[src/rtl/alu16_op_issuer_if.sv]
// Host/ALU bundle for the ALU16 operation issuer.
// The issuer connects through the slave modport; the environment around it
// (processor sequencer on the request/response side, ALU16 on the other) uses master.
interface alu16_op_issuer_if #(
  parameter int W = 16
);
  // Request channel
  logic         req_valid;
  logic         req_ready;
  logic [1:0]   req_op;
  logic [W-1:0] req_x;
  logic [W-1:0] req_y;

  // ALU control unit / datapath handshake
  logic         alu_start;
  logic [3:0]   alu_s;
  logic [W-1:0] alu_inbus;
  logic         alu_finish;
  logic [W-1:0] alu_outbus;

  // Response channel
  logic         rsp_valid;
  logic         rsp_ready;
  logic [W-1:0] rsp_hi;
  logic [W-1:0] rsp_lo;
  logic         rsp_err;

  // Status
  logic         busy;

  modport master (
    output req_valid, req_op, req_x, req_y, alu_finish, alu_outbus, rsp_ready,
    input  req_ready, alu_start, alu_s, alu_inbus, rsp_valid, rsp_hi, rsp_lo, rsp_err, busy
  );

  modport slave (
    input  req_valid, req_op, req_x, req_y, alu_finish, alu_outbus, rsp_ready,
    output req_ready, alu_start, alu_s, alu_inbus, rsp_valid, rsp_hi, rsp_lo, rsp_err, busy
  );
endinterface

[src/rtl/alu16_op_issuer.sv]
// ALU16 operation issuer: accepts one request, sequences the ALU start/opcode
// handshake and operand bus, collects one or two result words, and returns
// them through a valid/ready response. A watchdog turns a hung ALU into an
// error response. Everything driven toward the ALU and the host is registered
// except req_ready and busy, which decode the state register directly.
module alu16_op_issuer #(
  parameter int W       = 16,
  parameter int TIMEOUT = 64,
  parameter int TW      = 7
) (
  input  logic             clk,
  input  logic             rst,
  alu16_op_issuer_if.slave bus
);

  typedef enum logic [2:0] {
    IDLE     = 3'd0,
    LOAD_Y   = 3'd1,
    WAIT_FIN = 3'd2,
    CAPT_LO  = 3'd3,
    RESP     = 3'd4
  } state_t;

  // Watchdog holds the number of cycles elapsed since the start pulse while
  // waiting; a finish in the very cycle the limit is reached still wins.
  localparam logic [TW-1:0] WD_LIMIT = TW'(TIMEOUT);

  state_t        state_q, state_d;
  logic [TW-1:0] wd_q, wd_d;

  logic          latch_en;
  logic [1:0]    op_q;
  logic [W-1:0]  y_q;

  logic          start_q, start_d;
  logic [3:0]    s_q, s_d;
  logic [W-1:0]  inbus_q, inbus_d;
  logic          vld_q, vld_d;
  logic [W-1:0]  hi_q, hi_d;
  logic [W-1:0]  lo_q, lo_d;
  logic          err_q, err_d;

  // Next-state and next-registered-output decode
  always_comb begin
    state_d  = state_q;
    wd_d     = wd_q;
    latch_en = 1'b0;
    start_d  = 1'b0;
    s_d      = s_q;
    inbus_d  = '0;
    vld_d    = vld_q;
    hi_d     = hi_q;
    lo_d     = lo_q;
    err_d    = err_q;

    unique case (state_q)
      IDLE: begin
        wd_d = '0;
        if (bus.req_valid) begin
          latch_en = 1'b1;
          start_d  = 1'b1;
          s_d      = {2'b00, bus.req_op};
          inbus_d  = bus.req_x;
          err_d    = 1'b0;
          state_d  = LOAD_Y;
        end
      end

      LOAD_Y: begin
        inbus_d = y_q;
        wd_d    = wd_q + TW'(1);
        state_d = WAIT_FIN;
      end

      WAIT_FIN: begin
        wd_d = wd_q + TW'(1);
        if (bus.alu_finish) begin
          hi_d  = bus.alu_outbus;
          err_d = 1'b0;
          if (!op_q[1]) begin
            // add/sub: single result word, low half reads as zero
            lo_d    = '0;
            vld_d   = 1'b1;
            s_d     = 4'b0000;
            state_d = RESP;
          end else begin
            // mul/div: low product word / quotient follows next cycle
            state_d = CAPT_LO;
          end
        end else if (wd_q == WD_LIMIT) begin
          err_d   = 1'b1;
          hi_d    = '0;
          lo_d    = '0;
          vld_d   = 1'b1;
          s_d     = 4'b0000;
          state_d = RESP;
        end
      end

      CAPT_LO: begin
        lo_d    = bus.alu_outbus;
        vld_d   = 1'b1;
        s_d     = 4'b0000;
        state_d = RESP;
      end

      RESP: begin
        if (bus.rsp_ready) begin
          vld_d   = 1'b0;
          state_d = IDLE;
        end
      end

      default: begin
        state_d = IDLE;
      end
    endcase
  end

  // Control state and registered outputs; reset aborts any operation in flight
  always_ff @(posedge clk or posedge rst) begin
    if (rst) begin
      state_q <= IDLE;
      wd_q    <= '0;
      start_q <= 1'b0;
      s_q     <= 4'b0000;
      inbus_q <= '0;
      vld_q   <= 1'b0;
      hi_q    <= '0;
      lo_q    <= '0;
      err_q   <= 1'b0;
    end else begin
      state_q <= state_d;
      wd_q    <= wd_d;
      start_q <= start_d;
      s_q     <= s_d;
      inbus_q <= inbus_d;
      vld_q   <= vld_d;
      hi_q    <= hi_d;
      lo_q    <= lo_d;
      err_q   <= err_d;
    end
  end

  // Operand capture at request accept; only read after a fresh accept
  always_ff @(posedge clk) begin
    if (latch_en) begin
      op_q <= bus.req_op;
      y_q  <= bus.req_y;
    end
  end

  assign bus.req_ready = (state_q == IDLE);
  assign bus.busy      = (state_q != IDLE);
  assign bus.alu_start = start_q;
  assign bus.alu_s     = s_q;
  assign bus.alu_inbus = inbus_q;
  assign bus.rsp_valid = vld_q;
  assign bus.rsp_hi    = hi_q;
  assign bus.rsp_lo    = lo_q;
  assign bus.rsp_err   = err_q;

  // The start strobe never lasts more than one cycle
  a_start_pulse: assert property (@(posedge clk) disable iff (rst)
    start_q |=> !start_q);

  // A stalled response keeps its payload
  a_rsp_hold: assert property (@(posedge clk) disable iff (rst)
    (vld_q && !bus.rsp_ready) |=> (vld_q && $stable(hi_q) && $stable(lo_q) && $stable(err_q)));

endmodule

[src/flat_wrapper.sv]
// flat-port wrapper written by rule: the top's interface ports become plain ports
module alu16_op_issuer_flat 
#(
  parameter int W       = 16,
  parameter int TIMEOUT = 64,
  parameter int TW      = 7
)
  (clk, rst, bus_req_valid, bus_req_op, bus_req_x, bus_req_y, bus_alu_finish, bus_alu_outbus, bus_rsp_ready, bus_req_ready, bus_alu_start, bus_alu_s, bus_alu_inbus, bus_rsp_valid, bus_rsp_hi, bus_rsp_lo, bus_rsp_err, bus_busy);
  alu16_op_issuer_if #(.W(W)) bus_i ();
  input  logic clk;
  input  logic rst;
  input wire logic [$bits(bus_i.req_valid)-1:0] bus_req_valid;
  input wire logic [$bits(bus_i.req_op)-1:0] bus_req_op;
  input wire logic [$bits(bus_i.req_x)-1:0] bus_req_x;
  input wire logic [$bits(bus_i.req_y)-1:0] bus_req_y;
  input wire logic [$bits(bus_i.alu_finish)-1:0] bus_alu_finish;
  input wire logic [$bits(bus_i.alu_outbus)-1:0] bus_alu_outbus;
  input wire logic [$bits(bus_i.rsp_ready)-1:0] bus_rsp_ready;
  output wire logic [$bits(bus_i.req_ready)-1:0] bus_req_ready;
  output wire logic [$bits(bus_i.alu_start)-1:0] bus_alu_start;
  output wire logic [$bits(bus_i.alu_s)-1:0] bus_alu_s;
  output wire logic [$bits(bus_i.alu_inbus)-1:0] bus_alu_inbus;
  output wire logic [$bits(bus_i.rsp_valid)-1:0] bus_rsp_valid;
  output wire logic [$bits(bus_i.rsp_hi)-1:0] bus_rsp_hi;
  output wire logic [$bits(bus_i.rsp_lo)-1:0] bus_rsp_lo;
  output wire logic [$bits(bus_i.rsp_err)-1:0] bus_rsp_err;
  output wire logic [$bits(bus_i.busy)-1:0] bus_busy;
  assign bus_i.req_valid = bus_req_valid;
  assign bus_i.req_op = bus_req_op;
  assign bus_i.req_x = bus_req_x;
  assign bus_i.req_y = bus_req_y;
  assign bus_i.alu_finish = bus_alu_finish;
  assign bus_i.alu_outbus = bus_alu_outbus;
  assign bus_i.rsp_ready = bus_rsp_ready;
  assign bus_req_ready = bus_i.req_ready;
  assign bus_alu_start = bus_i.alu_start;
  assign bus_alu_s = bus_i.alu_s;
  assign bus_alu_inbus = bus_i.alu_inbus;
  assign bus_rsp_valid = bus_i.rsp_valid;
  assign bus_rsp_hi = bus_i.rsp_hi;
  assign bus_rsp_lo = bus_i.rsp_lo;
  assign bus_rsp_err = bus_i.rsp_err;
  assign bus_busy = bus_i.busy;
  alu16_op_issuer #(.W(W), .TIMEOUT(TIMEOUT), .TW(TW)) u_core (.clk(clk), .rst(rst), .bus(bus_i));
endmodule
[config.mk]
export PLATFORM = sky130hd
export DESIGN_NAME = alu16_op_issuer_flat
export DESIGN_NICKNAME = d
export VERILOG_FILES = /design/src/rtl/alu16_op_issuer_if.sv /design/src/rtl/alu16_op_issuer.sv /design/src/flat_wrapper.sv
export SDC_FILE = /design/constraint.sdc
export NUM_CORES = 1
export LEC_CHECK = 0
export CAP_MARGIN = 20
export CORE_UTILIZATION = 40
export CTS_BUF_LIST = sky130_fd_sc_hd__clkbuf_2 sky130_fd_sc_hd__clkbuf_4 sky130_fd_sc_hd__clkbuf_8
export CTS_CLUSTER_DIAMETER = 40
export DETAILED_ROUTE_END_ITERATION = 12
export PLACE_DENSITY = 0.8
export REMOVE_ABC_BUFFERS = 1
export SYNTH_ARGS = -nofsm -noshare
export SYNTH_HDL_FRONTEND = slang
export SYNTH_SLANG_ARGS = --single-unit
[constraint.sdc]
create_clock -name clk -period 2.45 [get_ports clk]
set_input_delay 0.49 -clock clk [delete_from_list [all_inputs] [get_ports clk]]
set_output_delay 0.49 -clock clk [all_outputs]
set_load 0.005 [all_outputs]
# Word level (Yosys, flattened, before mapping)
# Index checks and enable logic that the tools add are counted.
# W data, S select, Z words.
# word_totals
elab_cells	65
out_inout_bits	57
reg_bits	83
in_bits	55
# op_classes
n_addsub	1
muxes	29
n_eq_ne	9
reduce_logical	15
# op_table
operator	count
$mux W16	5
$pmux W16 S2	2
$mux W4	4
$mux W3	5
$pmux W3 S5	1
$pmux W7 S2	1
$pmux W4 S3	1
$reduce_and A3 Y1	3
$reduce_bool A3 Y1	3
$mux W1	8
$reduce_and A4 Y1	2
$reduce_bool A2 Y1	4
$add A7 B1 Y7 const B	1
$eq A7 B7 Y1 const B	1
$eq A3 B2 Y1 const B	2
$ne A2 B2 Y1 const B	2
$eq A3 B1 Y1 const B	1
$eq A3 B3 Y1 const B	1
$logic_not A3 Y1	1
$ne A3 B2 Y1 const B	1
$ne A3 B3 Y1 const B	1
$pmux W1 S3	1
$pmux W1 S2	1
$reduce_and A2 Y1	1
$reduce_or A2 Y1	1

# Longest topological paths before layout
# depth
word_depth	4
mapped_depth	6
mapped_depth_nobuf	5

# Worst setup path before layout
# Ideal clock, no wire load.
# synth_timing
path_kind	reg-to-reg
startpoint	reg u_core.state_q[2]
endpoint	reg u_core.op_q[1] (enable)
path_slack_ns	0.681
setup_time_ns	0.355
path_stages_with_launch	4
period_less_slack_ns	1.769
arrival_ns	1.414
n_path_buf	2
t_required_ns	2.095
path_cell_list	dfrtp_1 buf_2 nor4b_4 buf_2
# synth_via
elab_chain_cells	2
# synth_rtl
item	line_no	source
from (decl)	alu16_op_issuer.sv:28	state_t state_q, state_d;
from (signal assigned)	alu16_op_issuer.sv:133	state_q <= state_d;
$logic_not A3 Y1	alu16_op_issuer.sv:56	unique case (state_q)
$mux W1	alu16_op_issuer.sv:56	
net u_core.latch_en	alu16_op_issuer.sv:31	logic latch_en;
to (signal assigned)	alu16_op_issuer.sv:148	op_q <= bus.req_op;
to (decl)	alu16_op_issuer.sv:32	logic [1:0] op_q;
# The timed path passes the listed nets, and every way through them passes these cells.
# A chain may end at the register's enable or synchronous reset.

# Final worst setup path
# layout_timing
startpoint	reg u_core.state_q[2]
endpoint	out bus_req_ready
# layout_via
elab_chain_cells	1
# layout_rtl
item	line_no	source
$logic_not A3 Y1	alu16_op_issuer.sv:153	assign bus.req_ready = (state_q == IDLE);
to (decl)	flat_wrapper.sv:19	output wire logic [$bits(bus_i.req_ready)-1:0] bus_req_ready;
# No other way between the ends.

==> results.ini <==
[global_routing]
grt_first_pass_wirelength_mm = 13.6
grt_pass1_vias = 2820
grt_overflow = 0
grt_max_degree = 40
grt_antenna_before_repair = 0
grt_usage_pct = 20.0

[route]
viasPerCell = 5.52
drc_errors = 0
ant_nets = 0
vias = 2814
routed_wl_mm = 8.50
first_pass_iters = 5
first_iter_violations = 238
wire_per_inst_um = 16.7

[layout]
fin_util_pct = 58.6
nets = 457
fin_cells = 510
drive_gt1_share_pct = 7.65
n_antenna_cell = 0
syn_to_final_growth_pct = 40.8

[yosys]
seq_area_frac_synth_pct = 60.7
netlist_area_mm2 = 0.00344
ys_top_cells_by_count = dfrtp_1 (63), a22oi_1 (32), o21ai_0 (30)
synthTopCellsByArea = dfrtp_1 (46%), edfxtp_1 (15%), a22oi_1 (7.0%)
yosys_register_bits = 80
synth_most_common_cell = dfrtp_1
yosys.area.top_type = dfrtp_1
synth_ff_type = dfrtp_1
synthArstFlopShare_pct = 78.8
syn_avg_cell_area_um2 = 11.7
yosysTopAreaCellShare_pct = 45.9
synth_edf_count = 17
yosys_warnings = 0
yosysUniqueCellTypes = 49
syn_inst = 293

[floorplan]
core_area_mm2 = 0.00826
start_util_pct = 41.6
dieArea_mm2 = 0.00897
dieWidth_um = 94.7
die_height_um = 94.7
ios = 112
num_rows = 33

[critical_path]
reg2reg_to = u_core.bus.rsp_lo[9]$_DFFE_PP0P_
timing.critical_path.from = u_core.state_q[2]$_DFFE_PP0P_
reg2reg_depth = 3
rrSetupSlack_ns = 0.53
crit_end = bus_req_ready
critPathKind = register to output pin
cp-end-kind = output pin
worstPathMaxFanout = 7
worstPathRequired_ns = 1.96
startpoint_type = register
timing.rr.start = u_core.wd_q[2]$_DFFE_PP0P_
crit_arrival_ns = 1.71

[timing]
setup_viol = 0
fin_skew_ns = 0.0163
rsz0062_at_grt = false
fin_crit_sh_pct = 89.9
finalMaxSlewViolations = 0
setup_tns_ns = 0
period_minus_slack_ns = 2.20
relSlewSlack_pct = 49.4
max_freq_ghz = 0.454
hold_viol = 0
tightest_slew_ns = 0.760

[clocking]
tritoncts = done
cts_sinks = 80
cts_buffer_depth = 2
clock_latency_ns = 0.35
cts_setup_buffers = 0
htreeDepth = 3
cts-root-buf = clkbuf_8
numCtsBuffers = 9
ctsHoldBuffers = 0
clk_pin_slew_worst_paths_ns = 0.09
ctsResizeCount = 0

[power_and_ir_drop]
finalPower_w = 0.00533
ir_drop_mv = 0.611
powerDensity_mw_per_mm2 = 1100
leakage_nw = 2.00

[placed_design]
dp.cells = 494
dp_hpwl_mm = 5.91
io_buffer_count = 109
place_congestion = 0.810

[outcome]
status = finished, final reports clean

[job]
cap_violations = 0

[hold_path]
hold_class = register to register

## flip-flops by register name, indices dropped and copies added, names as in the netlist
| name | cells |
|---|---|
| u_core.bus.alu_inbus | 16 |
| u_core.bus.alu_s | 2 |
| u_core.bus.alu_start | 1 |
| u_core.bus.rsp_err | 1 |
| u_core.bus.rsp_hi | 16 |
| u_core.bus.rsp_lo | 16 |
| u_core.bus.rsp_valid | 1 |
| u_core.op_q | 1 |
| u_core.state_q | 3 |
| u_core.wd_q | 7 |
| u_core.y_q | 16 |
## layer usage
layer	global-route usage [%]	up-vias	wire [µm]
met5	0	-	0
met3	7.41	14	874
met1	24.1	1360	3390
li1	-	1297	-
met4	6.94	0	112
met2	33.1	143	4120
## through the flow
stage	hold WS [ns]	instance area [µm²]	setup slack [ns]
floorplan	0.443	3320	0.161
global placement	0.444	4650	0.516
detailed placement	0.449	4650	0.437
CTS	0.468	4840	0.231
global route	0.480	4840	0.154
finish	0.467	4840	0.247
## cell type report
| type | instances | area (µm²) |
|---|---|---|
| Clock buffer | 9 | 124 |
| Clock inverter | 7 | 70.1 |
| Fill cell | 733 | 3420 |
| Inverter | 10 | 37.5 |
| Multi-Input combinational cell | 181 | 1210 |
| Sequential cell | 80 | 2090 |
| Tap cell | 105 | 131 |
| Timing Repair Buffer | 118 | 1180 |
## report_power, final
part           switching [W]  internal (W)
Clock               0.000491      0.000469
Combinational       0.000999       0.00125
Sequential          0.000287       0.00183
## placed cells by master, fill, tap and decap left out, drive strengths merged, types with 5 or more instances in the layout
| master | netlist | layout |
|---|---|---|
| a22o | 16 | 16 |
| a22oi | 32 | 32 |
| buf | 17 | 9 |
| clkbuf | 6 | 9 |
| clkdlybuf4s50 | 0 | 109 |
| dfrtp | 63 | 63 |
| edfxtp | 17 | 17 |
| inv | 10 | 11 |
| nand2 | 23 | 23 |
| nand2b | 19 | 19 |
| nand3 | 5 | 5 |
| nor2 | 5 | 5 |
| o21ai | 34 | 34 |
## logic make-up (layout without fill, tap and decap cells)
logic type / count (synthesis) / after routing / synth area share, %
AO/OA/AOI/OAI: 106 / 106 / 21.6
XOR/XNOR: 1 / 1 / 0.255
adder cells (fa/ha/maj): 2 / 2 / 0.728
buffers and inverters: 33 / 144 / 4.70
flip-flops: 80 / 80 / 60.7
multiplexers: 1 / 1 / 0.328
other: 1 / 2 / 0.109
AND/OR/NAND/NOR: 69 / 69 / 11.6
## critical path, stage by stage (launching register included)
cell and delay [ns]:
dfrtp_1 0.50, inv_1 0.14, nand3_1 0.12, inv_1 0.11
clkdlybuf4s50_1 0.50
## worst min-delay path by stage
stage	startpoint	endpoint	slack (ns)	cells past startpoint
3_5_place_dp	u_core.y_q[11]$_DFFE_PP_	u_core.bus.alu_inbus[11]$_DFF_PP0_	0.45	1
2_1_floorplan	u_core.y_q[0]$_DFFE_PP_	u_core.bus.alu_inbus[0]$_DFF_PP0_	0.44	1
6_report	u_core.y_q[11]$_DFFE_PP_	u_core.bus.alu_inbus[11]$_DFF_PP0_	0.47	1
4_1_cts	u_core.y_q[11]$_DFFE_PP_	u_core.bus.alu_inbus[11]$_DFF_PP0_	0.47	1
5_1_grt	u_core.y_q[11]$_DFFE_PP_	u_core.bus.alu_inbus[11]$_DFF_PP0_	0.48	1
3_3_place_gp	u_core.y_q[8]$_DFFE_PP_	u_core.bus.alu_inbus[8]$_DFF_PP0_	0.44	1
No activity file was read; power rests on OpenSTA's default activity.
